**config.mk**
```make
export PLATFORM = sky130hd
export DESIGN_NAME = siso_arbiter
export DESIGN_NICKNAME = d
export VERILOG_FILES = /design/src/rtl/siso_arbiter.sv
export SDC_FILE = /design/constraint.sdc
export NUM_CORES = 1
export LEC_CHECK = 0
export ABC_AREA = 1
export BUFFER_PORTS_ARGS = -buffer_cell sky130_fd_sc_hd__buf_4
export CORE_AREA = 4 4 204 206
export CTS_BUF_LIST = sky130_fd_sc_hd__clkbuf_8
export DETAILED_ROUTE_END_ITERATION = 12
export DIE_AREA = 0 0 208 210
export PLACE_DENSITY = 0.6
export SLEW_MARGIN = 20
export SYNTH_ARGS = -nofsm -noshare
export SYNTH_HDL_FRONTEND = slang
export SYNTH_SLANG_ARGS = --single-unit
```
**constraint.sdc**
```tcl
create_clock -name clk_p_i -period 1.5 [get_ports clk_p_i]
set_input_delay 0.075 -clock clk_p_i [delete_from_list [all_inputs] [get_ports clk_p_i]]
set_output_delay 0.075 -clock clk_p_i [all_outputs]
set_load 0.03 [all_outputs]
```
**src/rtl/siso_arbiter.sv**
```systemverilog
// siso_arbiter
// Shares a single Siso soft-in/soft-out engine between NUM_REQ decoder
// requesters. An idle arbiter picks the next requester round-robin, latches
// that requester's sys/enc/ext operands, launches the engine with a one-cycle
// read_en pulse, waits for finish under a watchdog, then returns the LLR
// result with a one-cycle done pulse to the owner (plus err on timeout).
//
// Ports
//   clk_p_i         clock, rising edge
//   reset_n_i       asynchronous active-low reset
//   req_i           level request per requester
//   sys_i / enc_i   flattened sys/enc operands, requester r at [r*SYS_W +: SYS_W]
//   ext_i           flattened ext operands, requester r at [r*EXT_W +: EXT_W]
//   grant_o         one-hot current owner, zero when idle
//   done_o          one-cycle completion pulse to the owner
//   err_o           one-cycle pulse with done_o when the watchdog aborted
//   data_o          last successful engine result
//   busy_o          high whenever a job is in flight
//   siso_read_en_o  one-cycle launch pulse to the engine
//   siso_sys_o / siso_enc_o / siso_ext_o  latched operands to the engine
//   siso_data_i     engine result
//   siso_finish_i   engine completion strobe
module siso_arbiter #(
    parameter int NUM_REQ = 2,
    parameter int SYS_W   = 28,
    parameter int EXT_W   = 70,
    parameter int TIMEOUT = 255
) (
    input  logic                     clk_p_i,
    input  logic                     reset_n_i,
    input  logic [NUM_REQ-1:0]       req_i,
    input  logic [NUM_REQ*SYS_W-1:0] sys_i,
    input  logic [NUM_REQ*SYS_W-1:0] enc_i,
    input  logic [NUM_REQ*EXT_W-1:0] ext_i,
    output logic [NUM_REQ-1:0]       grant_o,
    output logic [NUM_REQ-1:0]       done_o,
    output logic                     err_o,
    output logic [EXT_W-1:0]         data_o,
    output logic                     busy_o,
    output logic                     siso_read_en_o,
    output logic [SYS_W-1:0]         siso_sys_o,
    output logic [SYS_W-1:0]         siso_enc_o,
    output logic [EXT_W-1:0]         siso_ext_o,
    input  logic [EXT_W-1:0]         siso_data_i,
    input  logic                     siso_finish_i
);

    localparam int PTR_W = (NUM_REQ > 1) ? $clog2(NUM_REQ) : 1;
    localparam int WD_W  = (TIMEOUT > 1) ? $clog2(TIMEOUT + 1) : 1;

    localparam logic [PTR_W:0]   NUM_REQ_W = (PTR_W + 1)'(NUM_REQ);
    localparam logic [PTR_W-1:0] LAST_REQ  = PTR_W'(NUM_REQ - 1);
    localparam logic [WD_W-1:0]  WD_LIMIT  = WD_W'(TIMEOUT - 1);

    typedef enum logic [1:0] {
        ST_IDLE   = 2'd0,
        ST_LAUNCH = 2'd1,
        ST_WAIT   = 2'd2,
        ST_RETURN = 2'd3
    } state_t;

    state_t               state_q;
    logic [PTR_W-1:0]     ptr_q;
    logic [PTR_W-1:0]     own_q;
    logic [WD_W-1:0]      wd_q;
    logic [NUM_REQ-1:0]   grant_q;
    logic [NUM_REQ-1:0]   done_q;
    logic                 err_q;
    logic                 read_en_q;
    logic [EXT_W-1:0]     data_q;
    logic [SYS_W-1:0]     sys_q;
    logic [SYS_W-1:0]     enc_q;
    logic [EXT_W-1:0]     ext_q;

    // Round-robin pick: rotate the request vector so the pointer lands at
    // bit 0, take the lowest set bit, then map the offset back to an index.
    logic [2*NUM_REQ-1:0] req_dbl;
    logic [NUM_REQ-1:0]   req_rot;
    logic [PTR_W-1:0]     off;
    logic [PTR_W:0]       sum;
    logic [PTR_W-1:0]     win;
    logic [NUM_REQ-1:0]   win_oh;
    logic [SYS_W-1:0]     win_sys;
    logic [SYS_W-1:0]     win_enc;
    logic [EXT_W-1:0]     win_ext;

    assign req_dbl = {req_i, req_i} >> ptr_q;

    always_comb begin
        req_rot = req_dbl[NUM_REQ-1:0];
        off     = '0;
        for (int k = NUM_REQ - 1; k >= 0; k--) begin
            if (req_rot[k]) off = PTR_W'(k);
        end
        sum = {1'b0, ptr_q} + {1'b0, off};
        if (sum >= NUM_REQ_W) sum = sum - NUM_REQ_W;
        win     = sum[PTR_W-1:0];
        win_oh  = '0;
        win_sys = '0;
        win_enc = '0;
        win_ext = '0;
        for (int r = 0; r < NUM_REQ; r++) begin
            if (win == PTR_W'(r)) begin
                win_oh[r] = 1'b1;
                win_sys   = sys_i[r*SYS_W +: SYS_W];
                win_enc   = enc_i[r*SYS_W +: SYS_W];
                win_ext   = ext_i[r*EXT_W +: EXT_W];
            end
        end
    end

    always_ff @(posedge clk_p_i or negedge reset_n_i) begin
        if (!reset_n_i) begin
            state_q   <= ST_IDLE;
            ptr_q     <= '0;
            own_q     <= '0;
            wd_q      <= '0;
            grant_q   <= '0;
            done_q    <= '0;
            err_q     <= 1'b0;
            read_en_q <= 1'b0;
            data_q    <= '0;
            sys_q     <= '0;
            enc_q     <= '0;
            ext_q     <= '0;
        end else begin
            // Pulse outputs default low; each state raises them for one cycle.
            read_en_q <= 1'b0;
            done_q    <= '0;
            err_q     <= 1'b0;
            case (state_q)
                ST_IDLE: begin
                    if (|req_i) begin
                        grant_q   <= win_oh;
                        own_q     <= win;
                        sys_q     <= win_sys;
                        enc_q     <= win_enc;
                        ext_q     <= win_ext;
                        read_en_q <= 1'b1;
                        state_q   <= ST_LAUNCH;
                    end
                end
                ST_LAUNCH: begin
                    wd_q    <= '0;
                    state_q <= ST_WAIT;
                end
                ST_WAIT: begin
                    wd_q <= wd_q + 1'b1;
                    // Finish is tested first so it wins over a same-cycle timeout.
                    if (siso_finish_i) begin
                        data_q  <= siso_data_i;
                        done_q  <= grant_q;
                        state_q <= ST_RETURN;
                    end else if (wd_q == WD_LIMIT) begin
                        done_q  <= grant_q;
                        err_q   <= 1'b1;
                        state_q <= ST_RETURN;
                    end
                end
                ST_RETURN: begin
                    grant_q <= '0;
                    ptr_q   <= (own_q == LAST_REQ) ? '0 : own_q + 1'b1;
                    state_q <= ST_IDLE;
                end
                default: state_q <= ST_IDLE;
            endcase
        end
    end

    assign grant_o        = grant_q;
    assign done_o         = done_q;
    assign err_o          = err_q;
    assign data_o         = data_q;
    assign busy_o         = (state_q != ST_IDLE);
    assign siso_read_en_o = read_en_q;
    assign siso_sys_o     = sys_q;
    assign siso_enc_o     = enc_q;
    assign siso_ext_o     = ext_q;

endmodule

```
==> impl_metrics.tcl, run 1 <==
set metrics [dict create \
    reg2reg_depth 9 \
    path_class "register to register" \
    maxCapViolCount 0 \
    cp-endpoint "siso_enc_o[11]$_DFFE_PN0P_" \
    ios 530 \
    ys_seq_elements 214 \
    antenna_found_initial 2 \
    area_growth_pct 120 \
    rsz0062_at_grt "true" \
    yosys.area.top_type "dfrtp_1" \
    synth_warnings 0 \
    clkTransAtPathRegs_ns 0.06 \
    synth-compound-area-share 0.00943 \
    cts_tree "done" \
    finClkSkew_ns 0.0169 \
    synth_top_family_by_area "simple AND/OR/NAND/NOR gates" \
    finalMaxSlewViolations 0 \
    syn_nets 1291 \
    vias 12095 \
    grt_pass1_wl_um 72700 \
    first_iter_violations 782 \
    worstSetupEndpointType "register" \
    dieWidth_um 208 \
    dp_slack_ns -0.175 \
    insertion_delay_ns 0.56 \
    crit_path_start_kind "register" \
    rows 73 \
    hold_violations 0 \
    grt_overflow 0 \
    hold_ws_ns 0.0767 \
    synth_fa_ha_area_frac 0.00808 \
    track_usage 0.209 \
    synth-simple-area-share 0.278 \
    drive_gt1_frac 0.486 \
    p_leak_nw 9.96 \
    grtUsageMet2 0.374 \
    coreArea_sq_mm 0.0396 \
    synthDistinctLibCells 22 \
    worstMarginPinSlew_ns 0.643 \
    numCtsBuffers 40 \
    synth_area_leaders "dfrtp_1, nand3_1, mux2_2" \
    critPathMaxFanout 41 \
    globalRouteMet1Util 0.232 \
    use_met3 0.0594 \
    cts-root-buf "clkbuf_8" \
    power_density_mw_per_mm2 1970 \
    status "finished with violations" \
    fin_util 0.516 \
    die_y_um 210 \
    synth_mux_area_frac 0.0849 \
    nets 2214 \
    ir_worst_vdd_uv 1120 \
    initial_core_util 0.234 \
    critPathLaunch "state_q[0]$_DFFE_PN0P_" \
    violations "setup timing" \
    slew_headroom 0.571 \
    rr_startpoint "state_q[0]$_DFFE_PN0P_" \
    r2r_end "siso_enc_o[11]$_DFFE_PN0P_" \
    grt_max_degree 64 \
    timing.final.ws_setup_ns -0.112 \
    gp_congestion 0.914 \
    synth-xor-area-share 0.000943 \
    clk_path_buf_depth 3 \
    ys_seq_area_frac 0.577 \
    syn_inst 958 \
    required_ns 1.99 \
    post-dp-hpwl_um 30000 \
    antenna_left 0 \
    slowest_delay_ns 0.39 \
    hold_class "primary input to asynchronous set/reset pin" \
    layout_min_cycle_time_ns 1.61 \
    crit_chain "inv_2 > ha_4 > buf_12 > buf_6 > nand2_4 > inv_8 > buf_12 > nand3_1 > nand3_1" \
    cp_slowest_cell "dfrtp_1" \
    avgSynthCellArea_sq_um 9.70 \
    drt_wl_total_um 52200 \
    setup_violations 158 \
    clock-sinks 214 \
    htreeDepth 2 \
    fmax_ghz 0.621 \
    syn-cell-area_sq_mm 0.00929 \
    r2r_setup_slack_ns -0.11 \
    drc 0 \
    grt_pass1_vias 12475 \
    wl_per_cell_um 21.4 \
    finalCritPeriodShare 1.07 \
    die_area_sq_mm 0.0437 \
    placed_cells 2007 \
    synth_top_cell_area_share 0.577 \
    final_cells 2436 \
    dr.pass1.iters 5 \
    viasPerCell 4.97 \
    port_buffers 529 \
    top_usage_layer "met2" \
    arrival_ns 2.10 \
]
==> power breakdown <==
part | leakage, nW | internal [mW] | switching, mW | total, mW
clock network | 0.455 | 3.33 | 2.59 | 5.93
registers | 2.63 | 8.57 | 1.88 | 10.4
logic | 6.88 | 10.0 | 13.9 | 23.9
total | 9.96 | 21.9 | 18.4 | 40.3
==> cell usage after synthesis <==
cell type  instances
nand3_1          384
dfrtp_1          214
nand2_1          156
mux2_2            70
clkbuf_1          42
buf_2             28
nor2_1            18
inv_1             17
o21ai_0            7
ha_1               6
buf_1              3
a21oi_1            2
inv_2              2
a21boi_0           1
a21oi_4            1
buf_4              1
nand4_1            1
nor3_1             1
o21a_1             1
o21ai_1            1
o22ai_1            1
xnor2_1            1
==> metrics by stage <==
stage               TNS (ns)  total power, mW  instance area [sq um]
floorplan             -0.969             20.7                   9290
global placement      -15.49             29.2                  14400
detailed placement    -15.74             29.5                  14400
CTS                    -7.67             37.7                  19300
global route          -12.70             42.1                  20500
finish                 -4.46             40.3                  20500
==> critical path: cells and delay by family, from the launching register on <==
| kind | cells | cell delay [ns] |
|---|---|---|
| buffers and inverters | 5 | 0.56 |
| DFF | 1 | 0.39 |
| adders and majority gates | 1 | 0.16 |
| and+or+nand+nor | 3 | 0.35 |
==> area by class of cell <==
cell class              count  area, sq um
clock buffers              53          729
multi-input cells         651         4760
repair inverters            1         11.3
clock inverters            16          106
inverters                  19         95.1
fillers                  3167        19200
repair buffers            954         8750
well taps                 525          657
diodes                      3         7.51
flip-flops and latches    214         5360
==> registers in the layout (all words and copies together), names as in the netlist, 2 cells and up <==
register    count
data_o         70
done_o          2
grant_o         2
siso_enc_o     28
siso_ext_o     70
siso_sys_o     28
state_q         2
wd_q            8
==> how the worst min path moves through the flow <==
stage / to / slack (ns) / cells past startpoint
after floorplan: data_o[0]$_DFFE_PN0P_ / -0.22 / 0
after global placement: done_o[1]$_DFF_PN0_ / 0.07 / 1
after detailed placement: done_o[1]$_DFF_PN0_ / 0.08 / 1
after CTS: done_o[1]$_DFF_PN0_ / 0.05 / 2
after global routing: data_o[16]$_DFFE_PN0P_ / 0.08 / 2
final: done_o[1]$_DFF_PN0_ / 0.08 / 2
==> metal layers <==
metal  share of wire  vias to the layer above
met1            0.36                     5838
met2            0.50                      871
met3           0.088                      199
met4           0.052                        0
li1                -                     5187
met5               0                        -
==> logic make-up (layout without fill, tap and decap cells) <==
group / Yosys count / in the layout
AND/OR/NAND/NOR: 560 / 560
adder cells (fa/ha/maj): 6 / 6
XOR/XNOR: 1 / 1
other: 0 / 3
multiplexers: 70 / 70
buffers and inverters: 93 / 1043
flip-flops: 214 / 214
AO/OA/AOI/OAI: 14 / 14
==> cell usage in the layout, fill, tap and decap left out, types with 11 or more instances in the layout <==
cell type        n
buf_4          559
dlygate4sd3_1  326
nand3_1        239
dfrtp_1        213
nand2_1        151
nand3_2        112
clkbuf_8        53
mux2_4          43
nand3_4         33
mux2_2          27
buf_12          22
inv_1           18
buf_6           18
nor2_1          15
buf_16          11
buf_8           11
==> repair_timing <==
item	in CTS	in global routing
gates cloned	9	10
hold endpoints to repair	413	0
pin swaps	42	48
hold buffers	326	0
gates resized for setup	106	199
setup endpoints to repair	186	206
setup buffers	12	3
No activity file was read; power rests on OpenSTA's default activity.
==> run 2: changes to the inputs <==
--- a/config.mk
+++ b/config.mk
@@ -11,7 +11,8 @@
 export CTS_BUF_LIST = sky130_fd_sc_hd__clkbuf_8
 export DETAILED_ROUTE_END_ITERATION = 12
 export DIE_AREA = 0 0 208 210
-export PLACE_DENSITY = 0.6
+export GPL_ROUTABILITY_DRIVEN = 1
+export PLACE_DENSITY = 0.58
 export SLEW_MARGIN = 20
 export SYNTH_ARGS = -nofsm -noshare
 export SYNTH_HDL_FRONTEND = slang
==> constraint.sdc (replaced) <==
create_clock -name clk_p_i -period 2.05 [get_ports clk_p_i]
set_input_delay 0.1025 -clock clk_p_i [delete_from_list [all_inputs] [get_ports clk_p_i]]
set_output_delay 0.1025 -clock clk_p_i [all_outputs]
set_load 0.03 [all_outputs]
==> run 2 against run 1 <==
The run now ends clean. Via count decreased by 8.5%. Worst hold slack lost 0.0042 ns. Clock power down 28%. Wire length decreased by 18%. Global-route usage shrank 2.1 points. Critical path type unchanged. Largest cell class unchanged.
==> impl_metrics.tcl, run 2 (synthesis gave the netlist of run 1 again) <==
set metrics [dict create \
    status "finished, final reports clean" \
    clkTransAtPathRegs_ns 0.06 \
    dp_slack_ns 0.272 \
    ios 530 \
    power_density_mw_per_mm2 1430 \
    setup_violations 0 \
    r2r_setup_slack_ns 0.27 \
    grt_pass1_vias 11758 \
    hold_class "primary input to register" \
    timing.final.ws_setup_ns 0.272 \
    wl_per_cell_um 18.1 \
    power_mw 25.9 \
    p_leak_nw 8.83 \
    fin_setup_tns_ns 0 \
    first_iter_violations 702 \
    port_buffers 529 \
    numCtsBuffers 40 \
    vias 11064 \
    clock-sinks 214 \
    track_usage 0.187 \
    rsz0062_at_grt "false" \
    initial_core_util 0.234 \
    path_class "register to register" \
    insertion_delay_ns 0.56 \
    drc 0 \
    drt_wl_total_um 42800 \
    coreArea_sq_mm 0.0396 \
    maxCapViolCount 0 \
    antenna_left 0 \
    fin_util 0.459 \
    ir_worst_vdd_uv 689 \
    hold_violations 0 \
    layout_min_cycle_time_ns 1.78 \
    gp_congestion 0.831 \
    finalMaxSlewViolations 0 \
    antenna_found_initial 2 \
    dr.pass1.iters 5 \
    slew_headroom 0.611 \
    finalCritPeriodShare 0.868 \
    grt_overflow 0 \
    die_y_um 210 \
    viasPerCell 4.67 \
    layout_commonest_cell "buf_4" \
    area_growth_pct 95.7 \
    cts-root-buf "clkbuf_8" \
    grt_max_degree 69 \
    cts_tree "done" \
    worstMarginPinSlew_ns 0.583 \
    worstSetupEndpointType "register" \
    crit_path_start_kind "register" \
    nets 2147 \
    clk_path_buf_depth 3 \
    post-dp-hpwl_um 27800 \
    grt_pass1_wl_um 66200 \
    rows 73 \
    fmax_ghz 0.562 \
    final_cell_mix "buf_4, nand3_1, dlygate4sd3_1" \
    finClkSkew_ns 0.0148 \
    arrival_ns 2.26 \
    drive_gt1_frac 0.379 \
    critPathMaxFanout 52 \
    required_ns 2.53 \
    htreeDepth 2 \
    die_area_sq_mm 0.0437 \
    dieWidth_um 208 \
]
-- run 2: changes by cell type in the layout (fill, tap and decap cells not counted), sizes merged --
cell | previous run | this run
buf | 621 | 563
clkbuf | 60 | 50
inv | 27 | 31
clkinv | 6 | 4
bufinv | 1 | 2
diode | 3 | 2
dlygate4sd3 | 326 | 325
-- run 2: power by group --
part	internal [mW]	switching, mW
registers	6.26	1.26
clock network	2.44	1.85
logic	5.47	8.63
-- run 2: final timing paths --
path | from | end | cells past startpoint
min reg2reg | siso_ext_o[16]$_DFFE_PN0P_ | siso_ext_o[16]$_DFFE_PN0P_ | 2
max in group asynchronous | reset_n_i | siso_ext_o[56]$_DFFE_PN0P_ | 3
max | state_q[0]$_DFFE_PN0P_ | siso_enc_o[22]$_DFFE_PN0P_ | 8
min | req_i[1] | state_q[0]$_DFFE_PN0P_ | 6
min in group asynchronous | reset_n_i | siso_sys_o[24]$_DFFE_PN0P_ | 2
max reg2reg | state_q[0]$_DFFE_PN0P_ | siso_enc_o[22]$_DFFE_PN0P_ | 8
-- run 2: cell type report --
type / count / area (sq um)
sequential: 214 / 5360
clock buffer: 50 / 688
inverter: 19 / 76.3
multi-input combinational: 651 / 3570
timing repair buffer: 888 / 7690
clock inverter: 20 / 140
tap: 525 / 657
fill: 3481 / 21500
antenna: 2 / 5.00
-- run 2: layer usage --
layer | GRT usage | wire [um]
met1 | 0.225 | 16600
met2 | 0.316 | 20700
met3 | 0.0539 | 3630
met4 | 0.0800 | 1940
met5 | 0 | 25
-- run 2: worst max-delay path: stages, from the launching register on --
cell and delay [ns]:
dfrtp_1 0.40, inv_1 0.11, ha_1 0.30, nand2_1 0.14
inv_4 0.09, buf_12 0.24, buf_4 0.20, nand3_1 0.07
nand3_1 0.10
-- run 2: stage by stage --
stage	cells	hold WS [ns]	instance area, sq um
2_1_floorplan	958	-0.193	9290
3_3_place_gp	1972	0.122	14100
3_5_place_dp	1972	0.129	14100
4_1_cts	2367	0.00266	18200
5_1_grt	2367	0.0797	18200
6_report	2369	0.0725	18200
-- run 2: what timing repair did --
action / 4_1_cts / 5_1_grt
hold buffers: 325 / 0
endpoints found under the hold margin: 393 / 0
resized for setup: 0 / 0
setup buffers: 0 / 0
==> run 3: changes to the inputs <==
--- a/config.mk
+++ b/config.mk
@@ -13,6 +13,7 @@
 export DIE_AREA = 0 0 208 210
 export GPL_ROUTABILITY_DRIVEN = 1
 export PLACE_DENSITY = 0.58
+export RECOVER_POWER = 25
 export SLEW_MARGIN = 20
 export SYNTH_ARGS = -nofsm -noshare
 export SYNTH_HDL_FRONTEND = slang
==> run 3 against run 2 <==
Die area unchanged. Register-to-register slack about the same. Final area fell by 0.27%. Critical endpoint unchanged. First-iteration DRC count is 1.7% higher. Total power about the same. Worst setup slack got worse by 0.0041 ns. Wire length decreased by 0.11%. Global-route usage is the same. Flip-flop and latch count stayed put. Clock power is essentially flat. Combinational power hardly changed.
==> impl_metrics.tcl, run 3 (synthesis gave the netlist of run 1 again) <==
set metrics [dict create \
    final_cell_mix "buf_4, nand3_1, dlygate4sd3_1" \
    path_class "register to register" \
    clk_path_buf_depth 3 \
    seq_area_sq_mm 0.00536 \
    hold_start "req_i[1]" \
    cts_setup_buffers 0 \
    grt_overflow 0 \
    port_buffers 529 \
    required_ns 2.53 \
    track_usage 0.187 \
    multi_input_area_sq_mm 0.00357 \
    ir_worst_vdd_uv 689 \
    die_y_um 210 \
    vias 11028 \
    initial_core_util 0.234 \
    drc 0 \
    arrival_ns 2.26 \
    antenna_left 0 \
    htreeDepth 2 \
    min_to "state_q[0]$_DFFE_PN0P_" \
    hold_class "primary input to register" \
    power_mw 25.9 \
    finClkSkew_ns 0.0164 \
    first_iter_violations 714 \
    setup_violations 0 \
    worstSetupEndpointType "register" \
    finalMaxSlewViolations 0 \
    whs_path_depth 6 \
    gp_congestion 0.831 \
    clock-sinks 214 \
    area_growth_pct 95.2 \
    critPathLaunch "state_q[0]$_DFFE_PN0P_" \
    grt_max_degree 69 \
    fill_cells 3493 \
    insertion_delay_ns 0.56 \
    nets 2147 \
    dieWidth_um 208 \
    dr.pass1.iters 8 \
    drive_gt1_frac 0.376 \
    hold_violations 0 \
    fmax_ghz 0.561 \
    viasPerCell 4.66 \
    die_area_sq_mm 0.0437 \
    r2r_setup_slack_ns 0.27 \
    r2r_end "siso_enc_o[22]$_DFFE_PN0P_" \
    layout_commonest_cell "buf_4" \
    crit_path_start_kind "register" \
    clkTransAtPathRegs_ns 0.06 \
    wl_per_cell_um 18.1 \
    fin_util 0.457 \
    p_leak_nw 8.80 \
    cts-root-buf "clkbuf_8" \
    post-dp-hpwl_um 27800 \
    coreArea_sq_mm 0.0396 \
    worstMarginPinSlew_ns 1.09 \
    rr_startpoint "state_q[0]$_DFFE_PN0P_" \
    grt_pass1_vias 11758 \
    numCtsBuffers 40 \
    reg2reg_depth 8 \
    critPathMaxFanout 52 \
    ios 530 \
    drt_wl_total_um 42800 \
    rows 73 \
    finalCritPeriodShare 0.870 \
    fin_setup_tns_ns 0 \
    rsz0062_at_grt "false" \
    slew_headroom 0.271 \
    maxCapViolCount 0 \
    antenna_found_initial 2 \
    grt_pass1_wl_um 66200 \
    cts_tree "done" \
    layout_min_cycle_time_ns 1.78 \
    power_density_mw_per_mm2 1430 \
    status "finished, final reports clean" \
]
-- run 3: changes by cell type in the layout (fill, tap and decap cells not counted) --
cell,before,now
clkbuf_1,0,5
buf_4,546,541
buf_12,16,14
clkbuf_2,0,2
-- run 3: power by group --
group	switching [mW]	internal (mW)	leakage, nW	total (mW)
Sequential	1.26	6.26	2.63	7.52
Clock	1.85	2.44	0.468	4.29
Combinational	8.62	5.46	5.71	14.1
Total	11.7	14.2	8.80	25.9
-- run 3: final cells by class --
| class | count | share of cell area |
|---|---|---|
| timing repair buffer | 888 | 0.421 |
| sequential | 214 | 0.295 |
| multi-input combinational | 651 | 0.197 |
| clock buffer | 50 | 0.0380 |
| tap | 525 | 0.0362 |
| clock inverter | 20 | 0.00773 |
| inverter | 19 | 0.00421 |
| antenna | 2 | 0.000276 |
-- run 3: worst max path at each step --
stage,end,slack [ns],cells past startpoint
final,siso_enc_o[22]$_DFFE_PN0P_,0.27,8
after global routing,siso_ext_o[60]$_DFFE_PN0P_,0.13,8
after CTS,busy_o,0.21,4
after detailed placement,siso_sys_o[2]$_DFFE_PN0P_,0.27,8
after global placement,siso_sys_o[4]$_DFFE_PN0P_,0.33,8
after floorplan,siso_enc_o[25]$_DFFE_PN0P_,0.50,8
-- run 3: metal layers --
metal | wire [um] | track usage | up-vias | part of all wire
li1 | - | - | 5029 | -
met1 | 16500 | 0.225 | 5181 | 0.39
met2 | 20700 | 0.316 | 677 | 0.48
met3 | 3690 | 0.0539 | 137 | 0.086
met4 | 1930 | 0.0800 | 4 | 0.045
met5 | 25 | 0 | - | 0.00058
-- run 3: repair_timing --
item / 4_1_cts / 5_1_grt
endpoints found under the hold margin: 393 / 0
hold buffers: 325 / 0
resized for setup: 0 / 0
-- run 3: metrics by stage --
stage | worst slack (ns) | hold slack [ns] | cells | area, sq um
after floorplan | 0.503 | -0.193 | 958 | 9290
after global placement | 0.329 | 0.122 | 1972 | 14100
after detailed placement | 0.272 | 0.129 | 1972 | 14100
after CTS | 0.210 | 0.00266 | 2367 | 18200
after global routing | 0.134 | 0.0797 | 2367 | 18100
final | 0.267 | 0.0721 | 2369 | 18100
-- run 3: worst max-delay path, cell delays in order (launching register included) --
cell and delay, ns:
dfrtp_1 0.40, inv_1 0.11, ha_1 0.30, nand2_1 0.14, inv_4 0.09, buf_12 0.24
buf_4 0.21, nand3_1 0.07, nand3_1 0.10
